[config.mk]
export PLATFORM = sky130hd
export DESIGN_NAME = serial_load_sched
export DESIGN_NICKNAME = d
export VERILOG_FILES = /design/src/rtl/serial_sched_pkg.sv /design/src/rtl/serial_sched_arb.sv /design/src/rtl/serial_load_sched.sv
export SDC_FILE = /design/constraint.sdc
export NUM_CORES = 1
export LEC_CHECK = 0
export CAP_MARGIN = 25
export CELL_PAD_IN_SITES_DETAIL_PLACEMENT = 0
export CELL_PAD_IN_SITES_GLOBAL_PLACEMENT = 1
export CORE_MARGIN = 2
export CORE_UTILIZATION = 38
export CTS_CLUSTER_SIZE = 40
export DETAILED_ROUTE_END_ITERATION = 6
export PLACE_DENSITY_LB_ADDON = 0.1
export SLEW_MARGIN = 10
export SYNTH_ARGS = -nofsm -noshare
export SYNTH_HDL_FRONTEND = slang
export SYNTH_SLANG_ARGS = --single-unit
export TNS_END_PERCENT = 10
[constraint.sdc]
create_clock -name clk -period 2.1 [get_ports clk]
set_input_delay 0.42 -clock clk [delete_from_list [all_inputs] [get_ports clk]]
set_output_delay 0.42 -clock clk [all_outputs]
set_load 0.03 [all_outputs]
[src/rtl/serial_sched_pkg.sv]
// rtl/serial_sched_pkg.sv - shared states, limits and width helpers for the serial load scheduler
package serial_sched_pkg;

    typedef enum logic [2:0] {
        ST_IDLE  = 3'd0,
        ST_SETUP = 3'd1,
        ST_SHIFT = 3'd2,
        ST_HOLD  = 3'd3,
        ST_DONE  = 3'd4
    } state_t;

    localparam int N_REQ_MIN  = 1;
    localparam int N_REQ_MAX  = 8;
    localparam int WORD_W_MIN = 2;
    localparam int WORD_W_MAX = 32;

    // Width of a requester index; a single requester still gets one bit.
    function automatic int idx_w(input int n);
        return (n > 1) ? $clog2(n) : 1;
    endfunction

    // Width of a counter that runs 0..n-1.
    function automatic int cnt_w(input int n);
        return (n > 1) ? $clog2(n) : 1;
    endfunction

    function automatic int max3(input int a, input int b, input int c);
        int m;
        m = (a > b) ? a : b;
        return (m > c) ? m : c;
    endfunction

endpackage

[src/rtl/serial_sched_arb.sv]
// rtl/serial_sched_arb.sv - combinational winner select; SERIAL_SCHED_RR_EN selects round-robin, else fixed priority
module serial_sched_arb
    import serial_sched_pkg::*;
#(
    parameter int N_REQ = 2,
    parameter int IDX_W = 1
) (
    input  logic [N_REQ-1:0] req,
`ifdef SERIAL_SCHED_RR_EN
    input  logic [IDX_W-1:0] ptr,
`endif
    output logic [N_REQ-1:0] gnt,
    output logic [IDX_W-1:0] idx
);

    logic             found;
    logic [IDX_W-1:0] cand;

    // Pick the first requester in search order and report it one-hot and as an index.
    always_comb begin
        found = 1'b0;
        idx   = '0;
        cand  = '0;
`ifdef SERIAL_SCHED_RR_EN
        for (int i = 0; i < N_REQ; i++) begin
            cand = IDX_W'((int'(ptr) + i) % N_REQ);
            if (!found && req[cand]) begin
                found = 1'b1;
                idx   = cand;
            end
        end
`else
        for (int i = 0; i < N_REQ; i++) begin
            cand = IDX_W'(i);
            if (!found && req[cand]) begin
                found = 1'b1;
                idx   = cand;
            end
        end
`endif
        gnt = found ? (N_REQ'(1) << idx) : '0;
    end

endmodule

[src/rtl/serial_load_sched.sv]
// rtl/serial_load_sched.sv - shares one LAT/DCK/SDO load port between requesters; SERIAL_SCHED_RR_EN enables round-robin
module serial_load_sched
    import serial_sched_pkg::*;
#(
    parameter int N_REQ     = 2,
    parameter int WORD_W    = 16,
    parameter int DCK_HALF  = 2,
    parameter int LAT_SETUP = 1,
    parameter int LAT_HOLD  = 1
) (
    input  logic                    clk,
    input  logic                    rst,
    input  logic [N_REQ-1:0]        req,
    input  logic [N_REQ*WORD_W-1:0] data,
    output logic [N_REQ-1:0]        grant,
    output logic [N_REQ-1:0]        done,
    output logic                    busy,
    output logic                    lat,
    output logic                    dck,
    output logic                    sdo
);

    localparam int IDX_W = idx_w(N_REQ);
    localparam int BIT_W = $clog2(WORD_W + 1);
    localparam int PH_W  = cnt_w(max3(DCK_HALF, LAT_SETUP, LAT_HOLD));

    localparam logic [PH_W-1:0]  DCK_LAST   = PH_W'(DCK_HALF - 1);
    localparam logic [PH_W-1:0]  SETUP_LAST = PH_W'(LAT_SETUP - 1);
    localparam logic [PH_W-1:0]  HOLD_LAST  = PH_W'(LAT_HOLD - 1);
    localparam logic [BIT_W-1:0] BIT_LAST   = BIT_W'(WORD_W - 1);

    state_t              state_q, state_d;
    logic [PH_W-1:0]     ph_q, ph_d;
    logic [BIT_W-1:0]    bit_q, bit_d;
    logic [WORD_W-1:0]   sh_q, sh_d;
    logic [IDX_W-1:0]    win_q, win_d;
    logic [N_REQ-1:0]    grant_d, done_d;
    logic                busy_d, lat_d, dck_d;
    logic [N_REQ-1:0]    arb_gnt;
    logic [IDX_W-1:0]    arb_idx;
`ifdef SERIAL_SCHED_RR_EN
    logic [IDX_W-1:0]    ptr_q, ptr_d;
`endif

    serial_sched_arb #(
        .N_REQ (N_REQ),
        .IDX_W (IDX_W)
    ) u_arb (
        .req (req),
`ifdef SERIAL_SCHED_RR_EN
        .ptr (ptr_q),
`endif
        .gnt (arb_gnt),
        .idx (arb_idx)
    );

    // The word's current bit always sits in the MSB, so sdo is a plain register bit.
    assign sdo = sh_q[WORD_W-1];

    // Next-state, counter, shift and output decode for the frame sequence.
    always_comb begin
        state_d = state_q;
        ph_d    = ph_q;
        bit_d   = bit_q;
        sh_d    = sh_q;
        win_d   = win_q;
        grant_d = '0;
        done_d  = '0;
        lat_d   = lat;
        dck_d   = dck;
`ifdef SERIAL_SCHED_RR_EN
        ptr_d   = ptr_q;
`endif
        case (state_q)
            ST_IDLE: begin
                lat_d = 1'b0;
                dck_d = 1'b0;
                if (|req) begin
                    state_d = ST_SETUP;
                    ph_d    = '0;
                    bit_d   = '0;
                    sh_d    = data[arb_idx*WORD_W +: WORD_W];
                    win_d   = arb_idx;
                    grant_d = arb_gnt;
                    lat_d   = 1'b1;
`ifdef SERIAL_SCHED_RR_EN
                    ptr_d   = IDX_W'((int'(arb_idx) + 1) % N_REQ);
`endif
                end
            end
            ST_SETUP: begin
                if (ph_q == SETUP_LAST) begin
                    state_d = ST_SHIFT;
                    ph_d    = '0;
                end else begin
                    ph_d = ph_q + 1'b1;
                end
            end
            ST_SHIFT: begin
                if (ph_q == DCK_LAST) begin
                    ph_d = '0;
                    if (!dck) begin
                        dck_d = 1'b1;
                    end else if (bit_q == BIT_LAST) begin
                        state_d = ST_HOLD;
                        dck_d   = 1'b0;
                    end else begin
                        bit_d = bit_q + 1'b1;
                        sh_d  = {sh_q[WORD_W-2:0], 1'b0};
                        dck_d = 1'b0;
                    end
                end else begin
                    ph_d = ph_q + 1'b1;
                end
            end
            ST_HOLD: begin
                if (ph_q == HOLD_LAST) begin
                    state_d = ST_DONE;
                    ph_d    = '0;
                    lat_d   = 1'b0;
                    sh_d    = '0;
                    done_d  = N_REQ'(1) << win_q;
                end else begin
                    ph_d = ph_q + 1'b1;
                end
            end
            ST_DONE: begin
                state_d = ST_IDLE;
            end
            default: begin
                state_d = ST_IDLE;
                lat_d   = 1'b0;
                dck_d   = 1'b0;
                sh_d    = '0;
            end
        endcase
        busy_d = (state_d != ST_IDLE);
    end

    // State, counters, shift register and registered outputs; reset abandons any frame.
    always_ff @(posedge clk or posedge rst) begin
        if (rst) begin
            state_q <= ST_IDLE;
            ph_q    <= '0;
            bit_q   <= '0;
            sh_q    <= '0;
            win_q   <= '0;
            grant   <= '0;
            done    <= '0;
            busy    <= 1'b0;
            lat     <= 1'b0;
            dck     <= 1'b0;
        end else begin
            state_q <= state_d;
            ph_q    <= ph_d;
            bit_q   <= bit_d;
            sh_q    <= sh_d;
            win_q   <= win_d;
            grant   <= grant_d;
            done    <= done_d;
            busy    <= busy_d;
            lat     <= lat_d;
            dck     <= dck_d;
        end
    end

`ifdef SERIAL_SCHED_RR_EN
    // Round-robin pointer, advanced past each winner.
    always_ff @(posedge clk or posedge rst) begin
        if (rst) begin
            ptr_q <= '0;
        end else begin
            ptr_q <= ptr_d;
        end
    end
`endif

endmodule

==> results.sh, run 1 <==
export IMPL_status="completed"
export IMPL_antenna_found_initial=0
export IMPL_dpl_hpwl_um=2770
export IMPL_postCtsSetupRepairBufs=0
export IMPL_whs_ns=0.471
export IMPL_tns_ns=0
export IMPL_drv_slew=0
export IMPL_yosys_top_cells_area="dfrtp_1 46%, mux2i_1 8.9%, mux2_4 8.3%"
export IMPL_start_util_pct=38.7
export IMPL_stdcell_count=276
export IMPL_crit_end="sh_q[11]"
export IMPL_fill_cells=443
export IMPL_num_antenna_cells=0
export IMPL_crit_reg2reg_launch="bit_q[0]"
export IMPL_postSynthAreaPerCell_um2=10.4
export IMPL_fmax_ghz=0.501
export IMPL_synth_cells=173
export IMPL_worst_skew_pair_late_latency_ns=0.28
export IMPL_p_per_area_mw_per_mm2=595
export IMPL_register_area_um2=826
export IMPL_cpMaxStageDelayCell="dfrtp_1"
export IMPL_path_class="reg2reg"
export IMPL_cp_end_kind="flop"
export IMPL_synth_distinct_cells=38
export IMPL_die_w_um=72.9
export IMPL_cp_depth=8
export IMPL_hold_violations=0
export IMPL_via_count=1398
export IMPL_crit_family="adder cells"
export IMPL_yosys_warnings=0
export IMPL_dp_cells=268
export IMPL_place_congestion=0.764
export IMPL_dieArea_mm2=0.00532
export IMPL_final_layout_size_suffix_gt1_share_pct=18.5
export IMPL_final_net_count=259
export IMPL_ir_drop_mv=0.290
export IMPL_first_global_vias=1433
export IMPL_grt_use_total_pct=16.0
export IMPL_multi_input_area_um2=901
export IMPL_routed_wl_um=3840
export IMPL_synth_top_area_share_pct=45.7
export IMPL_routed_via_density=5.07
export IMPL_clock_sinks=33
export IMPL_crit_arrival_ns=2.17
export IMPL_fin_worst_skew_ns=0.00711
export IMPL_synth_top_cell_by_area="dfrtp_1"
export IMPL_synth_seq_area_share_pct=45.7
export IMPL_crit_path_cell_trace="ha_1 > and3_1 > ha_1 > nand2_2 > nand2_1 > a32o_1 > buf_12 > mux2_4"
export IMPL_critPathLaunchType="flop"
export IMPL_drtPass1Iterations=4
export IMPL_root_buffer="clkbuf_8"
export IMPL_rsz0062_at_grt="false"
export IMPL_worst_r2r_path_depth=8
export IMPL_ff2ff_setup_slack_ns=0.10
export IMPL_drcViolationCount=0
export IMPL_synth_edf_count=0
export IMPL_synthArstFlopShare_pct=100
export IMPL_pin_count=44
export IMPL_timing_critical_path_buf_inv=1
export IMPL_drt_antenna_violating_nets=0
export IMPL_worstPathRequired_ns=2.27
export IMPL_netlist_area_mm2=0.00181
export IMPL_cap_violations=0
export IMPL_htreeDepth=2
export IMPL_synth_ff_type="dfrtp_1"
export IMPL_overflow=0
export IMPL_final_min_clock_period_ns=2.00
export IMPL_cts_tree="yes"
export IMPL_synthesis_nets=211
export IMPL_startpoint="bit_q[0]"
export IMPL_numPortBuffers=43
export IMPL_setup_violations=0
export IMPL_die_h_um=72.9
export IMPL_cp_common_cell="ha_1"
export IMPL_path_clk_slew_ns=0.07
export IMPL_crit_fanout=16
export IMPL_cts_buffers=5
export IMPL_rows=25
export IMPL_ys_ff_latch=33
export IMPL_worst_pin_slew_ns=0.531
export IMPL_cpPeakStageDelay_ns=0.40
export IMPL_r2r_end="sh_q[11]"
export IMPL_avgRoutedWirePerCell_um=13.9
export IMPL_coreArea_mm2=0.00466
export IMPL_p_leak_nw=1.05
export IMPL_area_growth_pct=34.4
export IMPL_slew_headroom_pct=64.6
export IMPL_min_period_over_period_pct=95.1
export IMPL_grt_pass1_wl_um=6530
export IMPL_p_total_mw=1.44
export IMPL_drt_iter0_drc=71
export IMPL_post_route_util_pct=52.1
export IMPL_grt_max_degree=34
export IMPL_hold_class="reg2reg"
export IMPL_ctsLongestPathBuffers=2
[cells by family after synthesis]
logic type | Yosys count | share of synthesized area, %
simple gates | 57 | 16.0
compound gates | 35 | 10.8
flops | 33 | 45.7
mux | 32 | 20.9
buf+inv | 13 | 4.64
fa+ha+maj | 2 | 1.39
xor+xnor | 1 | 0.485
[worst register-to-register path: cells and delay by family (launching register included)]
kind | cells | cell delay (ns)
adders and majority gates | 2 | 0.45
DFF | 1 | 0.40
and+or+nand+nor | 3 | 0.33
muxes | 1 | 0.30
AOI/OAI and AO/OA | 1 | 0.23
buffers and inverters | 1 | 0.17
[cells in the mapped netlist, types with 2 or more instances]
library cell and count:
a21oi_1 2, and2_1 3, buf_2 6, clkbuf_1 2
dfrtp_1 33, ha_1 2, inv_1 2, mux2_2 6
mux2_4 10, mux2i_1 16, nand2_1 26, nand3_1 2
nand4_1 2, nor2_1 9, nor3_1 2, o21ai_0 26
or3_1 3
[through the flow]
stage | setup WS (ns) | cell area, um2
global route | 0.0252 | 2430
floorplan | 0.128 | 1810
detailed placement | -0.0990 | 2320
global placement | -0.0411 | 2320
finish | 0.104 | 2430
CTS | 0.0823 | 2420
[metal layers]
metal / vias to the layer above / track usage (%) / wire length (um)
met5: - / 0 / 0
met4: 0 / 7.82 / 81
met3: 8 / 5.39 / 178
met2: 25 / 25.8 / 1880
met1: 659 / 19.3 / 1700
li1: 706 / - / -
[worst min path at each step]
| stage | slack (ns) | startpoint | to | cells after the start |
|---|---|---|---|---|
| floorplan | 0.42 | win_q | done[0] | 1 |
| global placement | 0.45 | win_q | done[0] | 1 |
| detailed placement | 0.46 | win_q | done[0] | 1 |
| CTS | 0.47 | win_q | done[0] | 1 |
| global route | 0.48 | win_q | done[0] | 1 |
| finish | 0.47 | win_q | done[0] | 1 |
[cell type report]
| type | instances | share of cell area (%) |
|---|---|---|
| inverters | 2 | 0.309 |
| clock buffers | 7 | 3.97 |
| flip-flops and latches | 33 | 34.0 |
| well taps | 54 | 2.78 |
| clock inverters | 1 | 0.206 |
| multi-input cells | 127 | 37.1 |
| repair buffers | 52 | 21.6 |
[cells in the final DEF, fill, tap and decap left out, types with 2 or more instances in the layout]
master,n
clkdlybuf4s50_1,43
dfrtp_1,33
o21ai_0,26
nand2_1,25
mux2i_1,16
mux2_4,10
nor2_1,9
clkbuf_8,7
buf_4,7
mux2_2,6
or3_1,3
and2_1,3
nand2_2,2
nand4_1,2
a21oi_1,2
nor3_1,2
inv_1,2
nand3_1,2
ha_1,2
buf_12,2
[state kept, by name (all words and copies together) (netlist names)]
register,flops
bit_q,5
busy,1
dck,1
done,2
grant,2
lat,1
ph_q,1
sh_q,16
state_q,3
win_q,1
[power breakdown]
part | switching [mW] | internal (mW)
registers | 0.0219 | 0.671
clock network | 0.226 | 0.296
logic | 0.0876 | 0.142
[repair_timing]
| action | 4_1_cts | 5_1_grt |
|---|---|---|
| hold buffers | 0 | 0 |
| resized for setup | 0 | 1 |
| setup endpoints to repair | 0 | 11 |
| endpoints found under the hold margin | 0 | 0 |
Power figures use the tool's default switching activity.
==> run 2: changes to the inputs <==
- CORE_UTILIZATION: 38 -> 48
- DONT_BUFFER_PORTS: unset -> 1
==> run 2 against run 1 <==
Die area is 20% lower; clock power is 10% lower; sequential power is 2% higher; power is 9.4% lower; clock-buffer cell count stayed put; worst hold slack worse by 0.36 ns; largest cell class unchanged.
==> results.sh, run 2 (same netlist as run 1, synthesis figures left out) <==
export IMPL_via_count=1264
export IMPL_dieArea_mm2=0.00427
export IMPL_grt_use_total_pct=17.8
export IMPL_path_class="reg2reg"
export IMPL_min_period_over_period_pct=92.3
export IMPL_antenna_found_initial=0
export IMPL_p_leak_nw=0.859
export IMPL_drt_antenna_violating_nets=0
export IMPL_coreArea_mm2=0.00363
export IMPL_worst_r2r_path_depth=8
export IMPL_rsz0062_at_grt="false"
export IMPL_finalInstanceArea_mm2=0.00195
export IMPL_numPortBuffers=0
export IMPL_die_w_um=65.3
export IMPL_area_growth_pct=8.18
export IMPL_final_layout_size_suffix_gt1_share_pct=21.5
export IMPL_pin_count=44
export IMPL_cap_violations=0
export IMPL_crit_path_cell_trace="ha_2 > and3_1 > ha_1 > nand2_1 > nand2_1 > a32o_1 > buf_12 > mux2_4"
export IMPL_drv_slew=0
export IMPL_path_clk_slew_ns=0.06
export IMPL_drcViolationCount=0
export IMPL_largest_reg_flops=16
export IMPL_placed_cell_area_mm2=0.00186
export IMPL_avgRoutedWirePerCell_um=14.9
export IMPL_dpl_hpwl_um=2370
export IMPL_drt_iter0_drc=31
export IMPL_worst_pin_slew_ns=0.513
export IMPL_clock_sinks=33
export IMPL_slew_headroom_pct=65.8
export IMPL_place_congestion=0.758
export IMPL_fin_ws_ns=0.162
export IMPL_worstPathRequired_ns=2.26
export IMPL_startpoint="bit_q[0]"
export IMPL_rows=22
export IMPL_pre_cts_slack_ns=0.136
export IMPL_postCtsSetupRepairBufs=0
export IMPL_routed_via_density=5.62
export IMPL_cts_hold_fix_buffers=0
export IMPL_crit_end="sh_q[8]"
export IMPL_routed_wl_um=3350
export IMPL_layout_commonest_cell="dfrtp_1"
export IMPL_root_buffer="clkbuf_8"
export IMPL_critPathLaunchType="flop"
export IMPL_setup_violations=0
export IMPL_drtPass1Iterations=4
export IMPL_fin_worst_skew_ns=0.00175
export IMPL_start_util_pct=49.7
export IMPL_reg_top3="sh_q x16, bit_q x5, state_q x3"
export IMPL_final_cell_mix="33 x dfrtp_1, 26 x nand2_1, 26 x o21ai_0, 16 x mux2i_1, 10 x mux2_4"
export IMPL_hold_class="in2async"
export IMPL_cpMaxStageDelayCell="dfrtp_1"
export IMPL_num_antenna_cells=0
export IMPL_first_global_vias=1286
export IMPL_final_min_clock_period_ns=1.94
export IMPL_status="completed"
export IMPL_r2r_end="sh_q[8]"
export IMPL_htreeDepth=2
export IMPL_cp_depth=8
export IMPL_cts_tree="yes"
export IMPL_ir_drop_mv=0.291
export IMPL_die_h_um=65.3
export IMPL_crit_family="flip-flops"
export IMPL_post_route_util_pct=53.8
export IMPL_final_net_count=215
export IMPL_fill_cells=339
export IMPL_tns_ns=0
export IMPL_overflow=0
export IMPL_crit_fanout=16
export IMPL_cp_end_kind="flop"
export IMPL_crit_reg2reg_launch="bit_q[0]"
export IMPL_hold_violations=0
export IMPL_cts_buffers=5
export IMPL_timing_critical_path_buf_inv=1
export IMPL_p_per_area_mw_per_mm2=671
export IMPL_grt_max_degree=34
export IMPL_ff2ff_setup_slack_ns=0.16
export IMPL_worst_skew_pair_late_latency_ns=0.27
export IMPL_fmax_ghz=0.516
export IMPL_grt_pass1_wl_um=5890
export IMPL_ctsLongestPathBuffers=2
export IMPL_largest_register="sh_q"
export IMPL_cp_common_cell="nand2_1"
export IMPL_crit_arrival_ns=2.10
export IMPL_cpPeakStageDelay_ns=0.40
[run 2: cell count changes in the layout (fill, tap and decap cells not counted), sizes merged]
cell	change
clkdlybuf4s50	-43
buf	-1
clkinv	-1
[run 2: area by class of cell]
type | instances | area [um2] | area share, %
clock buffers | 7 | 86.3 | 4.42
inverters | 2 | 7.51 | 0.384
multi-input cells | 127 | 901 | 46.1
flip-flops and latches | 33 | 826 | 42.3
well taps | 48 | 60.1 | 3.07
repair buffers | 8 | 72.6 | 3.72
[run 2: worst reg2reg max path, cell delays in order (launching register included)]
cell and delay [ns]:
dfrtp_1 0.40, ha_2 0.20, and3_1 0.17, ha_1 0.20
nand2_1 0.09, nand2_1 0.06, a32o_1 0.23, buf_12 0.17
mux2_4 0.30
[run 2: repair_timing]
item | in CTS | in global routing
endpoints found under the hold margin | 0 | 0
gates resized for setup | 0 | 1
endpoints found under the setup margin | 0 | 10
[run 2: power breakdown]
part | switching [mW] | internal [mW] | total (mW)
Clock | 0.209 | 0.260 | 0.469
Sequential | 0.0344 | 0.671 | 0.706
Combinational | 0.0617 | 0.0732 | 0.135
Total | 0.305 | 1.00 | 1.31
[run 2: worst min path at each step]
stage	slack, ns	to	startpoint	cells after the start
floorplan	0.42	done[0]	win_q	1
global placement	0.42	bit_q[1]	rst	2
detailed placement	0.43	bit_q[1]	rst	2
CTS	0.13	bit_q[1]	rst	2
global route	0.16	ph_q	rst	2
finish	0.12	bit_q[1]	rst	2
[run 2: metrics by stage]
step / cells / hold WS [ns] / power [mW]
6_report: 225 / 0.116 / 1.31
3_5_place_dp: 218 / 0.433 / 0.856
3_3_place_gp: 218 / 0.422 / 0.849
5_1_grt: 225 / 0.159 / 1.37
2_1_floorplan: 173 / 0.421 / 0.829
4_1_cts: 225 / 0.134 / 1.33
[run 2: metal layers]
layer  track usage (%)  vias to the layer above  part of all wire [%]  wire length (um)
met2              29.3                       33                    49              1660
met1              23.0                      615                    44              1470
met5                 0                        -                     0                 0
li1                  -                      612                     -                 -
met3              3.60                        4                   5.5               185
met4              7.03                        0                   1.2                40
